**src/rtl/seq_alu.sv**
```systemverilog
// Multi-cycle ALU: single-cycle logic/arith/shift ops, iterative shift-add multiply
// and restoring unsigned divide, with valid/ready handshakes on both sides.
module seq_alu #(
  parameter int WIDTH = 32
) (
  input  logic             clk,
  input  logic             rst,
  input  logic             in_valid,
  output logic             in_ready,
  input  logic [3:0]       op,
  input  logic [WIDTH-1:0] a,
  input  logic [WIDTH-1:0] b,
  output logic             out_valid,
  input  logic             out_ready,
  output logic [WIDTH-1:0] y,
  output logic             zero,
  output logic             carry,
  output logic             ovf,
  output logic             err
);

  localparam int SHW = $clog2(WIDTH);

  localparam logic [1:0] IDLE = 2'd0;
  localparam logic [1:0] BUSY = 2'd1;
  localparam logic [1:0] DONE = 2'd2;

  localparam logic [3:0] OP_ADD  = 4'b0000;
  localparam logic [3:0] OP_SUB  = 4'b0001;
  localparam logic [3:0] OP_NOT  = 4'b0010;
  localparam logic [3:0] OP_AND  = 4'b0011;
  localparam logic [3:0] OP_OR   = 4'b0100;
  localparam logic [3:0] OP_XOR  = 4'b0101;
  localparam logic [3:0] OP_GT   = 4'b0110;
  localparam logic [3:0] OP_EQ   = 4'b0111;
  localparam logic [3:0] OP_SLL  = 4'b1000;
  localparam logic [3:0] OP_SRL  = 4'b1001;
  localparam logic [3:0] OP_SRA  = 4'b1010;
  localparam logic [3:0] OP_MUL  = 4'b1011;
  localparam logic [3:0] OP_DIVU = 4'b1100;
  localparam logic [3:0] OP_REMU = 4'b1101;

  localparam logic [SHW-1:0] LAST = SHW'(WIDTH - 1);

  logic [1:0]       state;
  logic [SHW-1:0]   cnt;
  logic [3:0]       op_r;
  logic [WIDTH-1:0] acc;
  logic [WIDTH-1:0] sa;
  logic [WIDTH-1:0] sb;

  logic signed [WIDTH-1:0] a_s;
  logic signed [WIDTH-1:0] b_s;
  logic [WIDTH:0]          sum;
  logic [SHW-1:0]          shamt;

  logic [WIDTH-1:0] sc_y;
  logic             sc_carry;
  logic             sc_ovf;
  logic             sc_err;

  logic [WIDTH:0]   rem_sh;
  logic             ge;
  logic [WIDTH-1:0] acc_nx;
  logic [WIDTH-1:0] sa_nx;
  logic [WIDTH-1:0] sb_nx;
  logic [WIDTH-1:0] fin_y;
  logic             multi;

  assign in_ready  = (state == IDLE) && !rst;
  assign out_valid = (state == DONE);

  assign a_s   = a;
  assign b_s   = b;
  assign sum   = {1'b0, a} + {1'b0, b};
  assign shamt = b[SHW-1:0];
  assign multi = (op == OP_MUL) || (op == OP_DIVU) || (op == OP_REMU);

  always_comb begin
    sc_y     = '0;
    sc_carry = 1'b0;
    sc_ovf   = 1'b0;
    sc_err   = 1'b0;
    case (op)
      OP_ADD: begin
        sc_y     = sum[WIDTH-1:0];
        sc_carry = sum[WIDTH];
        sc_ovf   = (a[WIDTH-1] == b[WIDTH-1]) && (sc_y[WIDTH-1] != a[WIDTH-1]);
      end
      OP_SUB: begin
        sc_y     = a - b;
        sc_carry = (a >= b);
        sc_ovf   = (a[WIDTH-1] != b[WIDTH-1]) && (sc_y[WIDTH-1] != a[WIDTH-1]);
      end
      OP_NOT:  sc_y = ~a;
      OP_AND:  sc_y = a & b;
      OP_OR:   sc_y = a | b;
      OP_XOR:  sc_y = a ^ b;
      OP_GT:   sc_y = {{(WIDTH-1){1'b0}}, (a_s > b_s)};
      OP_EQ:   sc_y = {{(WIDTH-1){1'b0}}, (a == b)};
      OP_SLL:  sc_y = a << shamt;
      OP_SRL:  sc_y = a >> shamt;
      OP_SRA:  sc_y = a_s >>> shamt;
      OP_MUL, OP_DIVU, OP_REMU: sc_y = '0;
      default: sc_err = 1'b1;
    endcase
  end

  // Shared iteration registers: MUL uses acc=partial product, sa=multiplicand,
  // sb=multiplier; DIVU/REMU use acc=remainder, sa=dividend/quotient, sb=divisor.
  assign rem_sh = {acc, sa[WIDTH-1]};
  assign ge     = (rem_sh >= {1'b0, sb});

  always_comb begin
    acc_nx = acc;
    sa_nx  = sa;
    sb_nx  = sb;
    if (op_r == OP_MUL) begin
      acc_nx = acc + (sb[0] ? sa : '0);
      sa_nx  = sa << 1;
      sb_nx  = sb >> 1;
    end else begin
      // A successful trial subtraction always leaves a remainder below the divisor.
      acc_nx = ge ? (rem_sh[WIDTH-1:0] - sb) : rem_sh[WIDTH-1:0];
      sa_nx  = {sa[WIDTH-2:0], ge};
    end
    fin_y = (op_r == OP_DIVU) ? sa_nx : acc_nx;
  end

  always_ff @(posedge clk) begin
    if (rst) begin
      state <= IDLE;
      cnt   <= '0;
      op_r  <= '0;
      acc   <= '0;
      sa    <= '0;
      sb    <= '0;
      y     <= '0;
      zero  <= 1'b0;
      carry <= 1'b0;
      ovf   <= 1'b0;
      err   <= 1'b0;
    end else begin
      case (state)
        IDLE: begin
          if (in_valid) begin
            if (multi) begin
              op_r  <= op;
              cnt   <= '0;
              acc   <= '0;
              sa    <= a;
              sb    <= b;
              state <= BUSY;
            end else begin
              y     <= sc_y;
              zero  <= (sc_y == '0);
              carry <= sc_carry;
              ovf   <= sc_ovf;
              err   <= sc_err;
              state <= DONE;
            end
          end
        end
        BUSY: begin
          acc <= acc_nx;
          sa  <= sa_nx;
          sb  <= sb_nx;
          if (cnt == LAST) begin
            y     <= fin_y;
            zero  <= (fin_y == '0);
            carry <= 1'b0;
            ovf   <= 1'b0;
            err   <= 1'b0;
            state <= DONE;
          end else begin
            cnt <= cnt + SHW'(1);
          end
        end
        DONE: begin
          if (out_ready) state <= IDLE;
        end
        default: state <= IDLE;
      endcase
    end
  end

endmodule

```
**config.mk**
```make
export PLATFORM = sky130hd
export DESIGN_NAME = seq_alu
export DESIGN_NICKNAME = d
export VERILOG_FILES = /design/src/rtl/seq_alu.sv
export SDC_FILE = /design/constraint.sdc
export NUM_CORES = 1
export LEC_CHECK = 0
export ABC_AREA = 1
export BUFFER_PORTS_ARGS = -buffer_cell sky130_fd_sc_hd__buf_2
export CAP_MARGIN = 20
export CELL_PAD_IN_SITES_DETAIL_PLACEMENT = 0
export CELL_PAD_IN_SITES_GLOBAL_PLACEMENT = 2
export CORE_MARGIN = 2
export CORE_UTILIZATION = 33
export DETAILED_ROUTE_END_ITERATION = 10
export PLACE_DENSITY_LB_ADDON = 0.1
export SLEW_MARGIN = 20
export SYNTH_ARGS = -nofsm -noshare
export SYNTH_HDL_FRONTEND = slang
export SYNTH_SLANG_ARGS = --single-unit
```
**constraint.sdc**
```tcl
create_clock -name clk -period 4.1 [get_ports clk]
set_input_delay 0.615 -clock clk [delete_from_list [all_inputs] [get_ports clk]]
set_output_delay 0.615 -clock clk [all_outputs]
set_load 0.01 [all_outputs]
```
==> results.py, run 1 <==
metrics = {
    "layout": {
        "final_cell_area_sq_um": 24900,
        "nNetsFinal": 4555,
        "syn_to_final_growth_pct": 12.5,
        "diodes": 0,
        "drive_gt1_frac": 0.0882,
        "final_util": 0.377,
        "instances_no_fill": 5193,
    },
    "logic_synthesis": {
        "synth.distinct_cells": 52,
        "ys_top_cells_by_area": "nand2_1 (25%), nand3_1 (15%), dfxtp_1 (13%)",
        "synth_warnings": 0,
        "ys_seq_area_frac": 0.129,
        "synthMuxAreaShare": 0,
        "synth-edff-count": 0,
        "yosys.area.top_type": "nand2_1",
        "yosys.area_share.simple": 0.508,
        "synth_most_common_cell": "nand2_1",
        "synth_compound_area_frac": 0.139,
        "ys_seq_elements": 143,
        "synth-adder-area-share": 0.0957,
        "syn-cell-area_sq_um": 22100,
        "syn_area_per_cell_sq_um": 5.27,
        "postSynthCellCount": 4202,
        "synth_nets": 4441,
        "synth-main-ff-cell": "dfxtp_1",
        "postSynth.asyncResetShare": 0,
        "synth_xor_area_frac": 0.00514,
        "synth_top_family_by_area": "simple AND/OR/NAND/NOR gates",
        "yosysTopAreaCellShare": 0.248,
        "yosys-top-cells-count": "nand2_1 (1465), nand3_1 (645), inv_1 (506)",
    },
    "run_status": {
        "status": "completed",
    },
    "floorplan": {
        "die_w_um": 263,
        "num_io_pins": 110,
        "fp.dieH_um": 263,
        "core_area_sq_um": 66100,
        "dieArea_sq_um": 69200,
        "rows": 94,
        "start_util": 0.335,
    },
    "critical_path": {
        "crit_arrival_ps": 4200,
        "r2r_slack_ps": 300,
        "crit_fanout": 14,
        "worstSetupStartpoint": "sb[0]",
        "critical_path_required_ps": 4500,
        "rr_worst_depth": 19,
        "cp-start-kind": "register",
        "r2r-end": "zero",
        "criticalPathCategory": "reg2reg",
        "r2r_start": "sb[0]",
        "setup.worst_path.end_class": "register",
    },
    "detailed_routing": {
        "antenna_left": 0,
        "drc": 0,
        "via_count": 28700,
        "firstDrtPassIters": 6,
        "drtIter0Drc": 3272,
        "wirelength_um": 129000,
        "avgRoutedWirePerCell_um": 24.9,
        "via_per_inst": 5.53,
    },
    "place": {
        "place_ws_ps": -107,
        "gp_congestion": 1.05,
        "post-place-cells": 5161,
        "placed_cell_area_sq_um": 24300,
        "port_buffers": 109,
        "dp.final_hpwl_um": 108000,
    },
    "sta": {
        "rsz0062_at_grt": "no",
        "final-hold-violation-count": 0,
        "fin_ws_ps": 299,
        "period_needed_ps": 3800,
        "fmax_mhz": 263,
        "period_share": 0.927,
        "worstMarginPinSlew_ps": 1090,
        "max-slew-margin-rel": 0.273,
        "skew_ps": 18.4,
        "slew_violations": 0,
        "setup_viol": 0,
    },
    "global_routing": {
        "grt_antenna_before_repair": 3,
        "grt_first_pass_wirelength_um": 185000,
        "grt_usage": 0.362,
        "grt_max_degree": 106,
        "overflow": 0,
        "grt_pass1_vias": 27100,
    },
    "clock_network": {
        "cts_setup_buffers": 0,
        "insertion_delay_ps": 460,
        "clockBufferDepth": 2,
        "cts_tree": "done",
        "cts_sinks": 143,
        "hold_buffers": 0,
        "cts-root-buf": "clkbuf_16",
        "clkTransAtPathRegs_ps": 80,
        "cts_buffers": 17,
        "cts-resized-gates": 0,
        "cts_max_level": 4,
    },
    "pwr": {
        "p_total_uw": 6840,
        "p_per_area_nw_per_um2": 275,
        "power.share.combinational": 0.513,
        "p_int_uw": 3370,
        "clockPowerShare": 0.246,
        "ir_drop_v": 0.000317,
        "swShare": 0.508,
        "p_switching_uw": 3470,
        "pwr-share-seq": 0.240,
        "p_leak_uw": 0.0133,
    },
    "hold_path": {
        "whs_path_depth": 4,
        "hp-start": "out_ready",
        "hp-class": "in2reg",
        "holdPathEnd": "state[1]",
    },
    "job": {
        "drv_cap": 0,
    },
}
## power groups by stage
stage | sequential (uW) | combinational (uW) | clock (uW)
2_1_floorplan | 1600 | 2140 | 0
3_3_place_gp | 1670 | 3460 | 0
3_5_place_dp | 1670 | 3440 | 0
4_1_cts | 1640 | 3450 | 1690
5_1_grt | 1650 | 3840 | 1740
6_report | 1640 | 3510 | 1680
## cell usage in the layout, fill, tap and decap left out, drive strengths merged, types with 8 or more instances in the layout
cell,instances
o21ai,182
clkbuf,17
nand2,1477
a31oi,72
nand4,54
ha,163
o21bai,9
o211ai,11
a21oi,227
inv,529
nor2,312
nor4,8
buf,267
nand3b,32
or2,31
a22oi,11
nor3,58
dfxtp,143
xnor2,10
nand3,649
o22ai,31
## per-layer routing
metal	GRT usage	wire length (um)
met5	0	39
met4	0.240	10000
met3	0.0418	8230
met2	0.595	58500
met1	0.447	52600
## worst max-delay path by stage
| stage | endpoint | cells past startpoint |
|---|---|---|
| floorplan | zero | 23 |
| finish | zero | 19 |
| global route | zero | 19 |
| CTS | zero | 19 |
| global placement | zero | 19 |
| detailed placement | zero | 19 |
## worst max-delay path: stages, from the launching register on
cell     delay, ps
dfxtp_1        490
buf_4          260
nand2_1         60
inv_1           60
ha_1           300
a21oi_1        290
o21ai_0        160
nand2_1        110
nand3_1        200
nand2_1        120
nand2_1        160
nand2_1        130
nand3_1         70
nand3_1        220
nand3_1        180
o21ai_1        230
nand4_1        130
nor2_1         210
nand3_1        200
a21oi_2        160
## kinds of logic after synthesis
kind of cell,Yosys count
compound gates,560
xor+xnor,13
fa+ha+maj,167
buf+inv,693
flops,143
simple gates,2626
## area by class of cell
cell class / count / area [sq um]
well taps: 864 / 1080
clock buffers: 17 / 425
multi-input cells: 3366 / 16600
clock inverters: 15 / 199
flip-flops and latches: 143 / 2860
repair buffers: 267 / 1790
fillers: 7838 / 41200
inverters: 521 / 1960
## flip-flops by register name, indices dropped and copies added (netlist names), 2 cells and up
signal	flops
sa	32
y	32
cnt	5
acc	32
sb	32
op_r	4
state	2
## stage by stage
| stage | hold WS [ps] | TNS, ps |
|---|---|---|
| 2_1_floorplan | 445 | 0 |
| 3_3_place_gp | 452 | -72.4 |
| 3_5_place_dp | 454 | -107 |
| 4_1_cts | 398 | 0 |
| 5_1_grt | 438 | 0 |
| 6_report | 409 | 0 |
No activity file was read; power rests on OpenSTA's default activity.
==> inputs of run 2 (changes only) <==
--- a/config.mk
+++ b/config.mk
@@ -14,6 +14,7 @@
 export CORE_UTILIZATION = 33
 export DETAILED_ROUTE_END_ITERATION = 10
 export PLACE_DENSITY_LB_ADDON = 0.1
+export RECOVER_POWER = 50
 export SLEW_MARGIN = 20
 export SYNTH_ARGS = -nofsm -noshare
 export SYNTH_HDL_FRONTEND = slang
==> results.py, run 2 (same netlist as run 1, synthesis figures left out) <==
metrics = {
    "pwr": {
        "p_leak_uw": 0.0131,
        "p_total_uw": 6840,
        "ir_drop_v": 0.000317,
        "p_per_area_nw_per_um2": 275,
    },
    "clock_network": {
        "cts_sinks": 143,
        "cts_tree": "done",
        "clockBufferDepth": 2,
        "hold_buffers": 0,
        "insertion_delay_ps": 460,
        "cts_max_level": 4,
        "cts-resized-gates": 0,
        "clkTransAtPathRegs_ps": 80,
        "cts_buffers": 17,
        "cts_setup_buffers": 0,
        "cts-root-buf": "clkbuf_16",
    },
    "layout": {
        "syn_to_final_growth_pct": 12.3,
        "nFillCells": 7859,
        "final_common_cell": "nand2_1",
        "nNetsFinal": 4555,
        "final_cell_area_sq_um": 24900,
        "layout.cells.most_common_list": "nand2_1 (1465), nand3_1 (645), inv_1 (505), nor2_1 (298), a21oi_1 (223)",
        "drive_gt1_frac": 0.0783,
    },
    "critical_path": {
        "criticalPathCategory": "reg2reg",
        "setup.worst_path.end_class": "register",
        "r2r_start": "sb[0]",
        "crit_fanout": 14,
        "critical_path_required_ps": 4500,
        "rr_worst_depth": 19,
        "cp-start-kind": "register",
        "worstSetupStartpoint": "sb[0]",
        "r2r-end": "zero",
        "r2r_slack_ps": 310,
        "crit_arrival_ps": 4190,
    },
    "detailed_routing": {
        "firstDrtPassIters": 6,
        "via_count": 28700,
        "drc": 0,
        "drtIter0Drc": 3175,
        "wirelength_um": 129000,
        "via_per_inst": 5.52,
        "avgRoutedWirePerCell_um": 24.9,
        "antenna_left": 0,
    },
    "hold_path": {
        "hp-class": "in2reg",
        "hp-start": "out_ready",
        "whs_path_depth": 4,
        "holdPathEnd": "state[1]",
    },
    "place": {
        "gp_congestion": 1.05,
        "placed_cell_area_sq_um": 24300,
        "port_buffers": 109,
        "dp.final_hpwl_um": 108000,
    },
    "sta": {
        "max-slew-margin-rel": 0.175,
        "slew_violations": 0,
        "whs_ps": 409,
        "worstMarginPinSlew_ps": 1240,
        "final-hold-violation-count": 0,
        "fmax_mhz": 264,
        "setup_viol": 0,
        "period_share": 0.925,
        "rsz0062_at_grt": "no",
        "skew_ps": 17.2,
        "period_needed_ps": 3790,
    },
    "floorplan": {
        "num_io_pins": 110,
        "rows": 94,
        "fp.dieH_um": 263,
        "start_util": 0.335,
        "dieArea_sq_um": 69200,
        "die_w_um": 263,
        "core_area_sq_um": 66100,
    },
    "global_routing": {
        "grt_max_degree": 106,
        "overflow": 0,
        "grt_first_pass_wirelength_um": 185000,
        "grt_pass1_vias": 27100,
        "grt_usage": 0.362,
        "grt_antenna_before_repair": 3,
    },
    "run_status": {
        "status": "completed",
    },
    "job": {
        "drv_cap": 0,
    },
}
[run 2: critical path, cell delays in order (launching register included)]
cell	delay, ps
dfxtp_1	480
buf_4	250
nand2_1	60
inv_1	60
ha_1	300
a21oi_1	290
o21ai_0	160
nand2_1	110
nand3_1	200
nand2_1	120
nand2_1	160
nand2_1	130
nand3_1	70
nand3_1	220
nand3_1	180
o21ai_1	230
nand4_1	130
nor2_1	210
nand3_1	200
a21oi_2	160
[run 2: layout make-up]
type / instances / area [sq um] / share of cell area
inverters: 521 / 1960 / 0.0787
clock inverters: 15 / 199 / 0.00800
well taps: 864 / 1080 / 0.0435
multi-input cells: 3366 / 16600 / 0.667
flip-flops and latches: 143 / 2860 / 0.115
repair buffers: 267 / 1740 / 0.0699
diodes: 2 / 5.00 / 0.000201
clock buffers: 17 / 425 / 0.0171
[run 2: worst max path at each step]
| stage | end | slack [ps] | cells past startpoint |
|---|---|---|---|
| after global placement | zero | -70 | 19 |
| after detailed placement | zero | -110 | 19 |
| after floorplan | zero | 820 | 23 |
| after CTS | zero | 360 | 19 |
| final | zero | 310 | 19 |
| after global routing | zero | 80 | 19 |
[run 2: layer usage]
metal / GRT usage / vias to the layer above / routed length [um]
met5: 0 / - / 39
met2: 0.595 / 1211 / 58800
met3: 0.0418 / 263 / 8250
li1: - / 13900 / -
met1: 0.447 / 13300 / 52600
met4: 0.240 / 6 / 9660
[run 2: stage by stage]
step / worst slack, ps / util / cells / setup TNS (ps)
after detailed placement: -107 / 0.367 / 5161 / -107
final: 306 / 0.376 / 5195 / 0
after global placement: -72.4 / 0.367 / 5161 / -72.4
after floorplan: 815 / - / 4202 / 0
after global routing: 78.4 / 0.376 / 5193 / 0
after CTS: 363 / 0.377 / 5193 / 0
[run 2: power by group]
part           switching [uW]  internal, uW  leakage (uW)  total (uW)
Clock                     851           841      0.000304        1690
Combinational            2480          1020        0.0116        3500
Sequential                148          1500       0.00117        1640
Total                    3480          3360        0.0131        6840
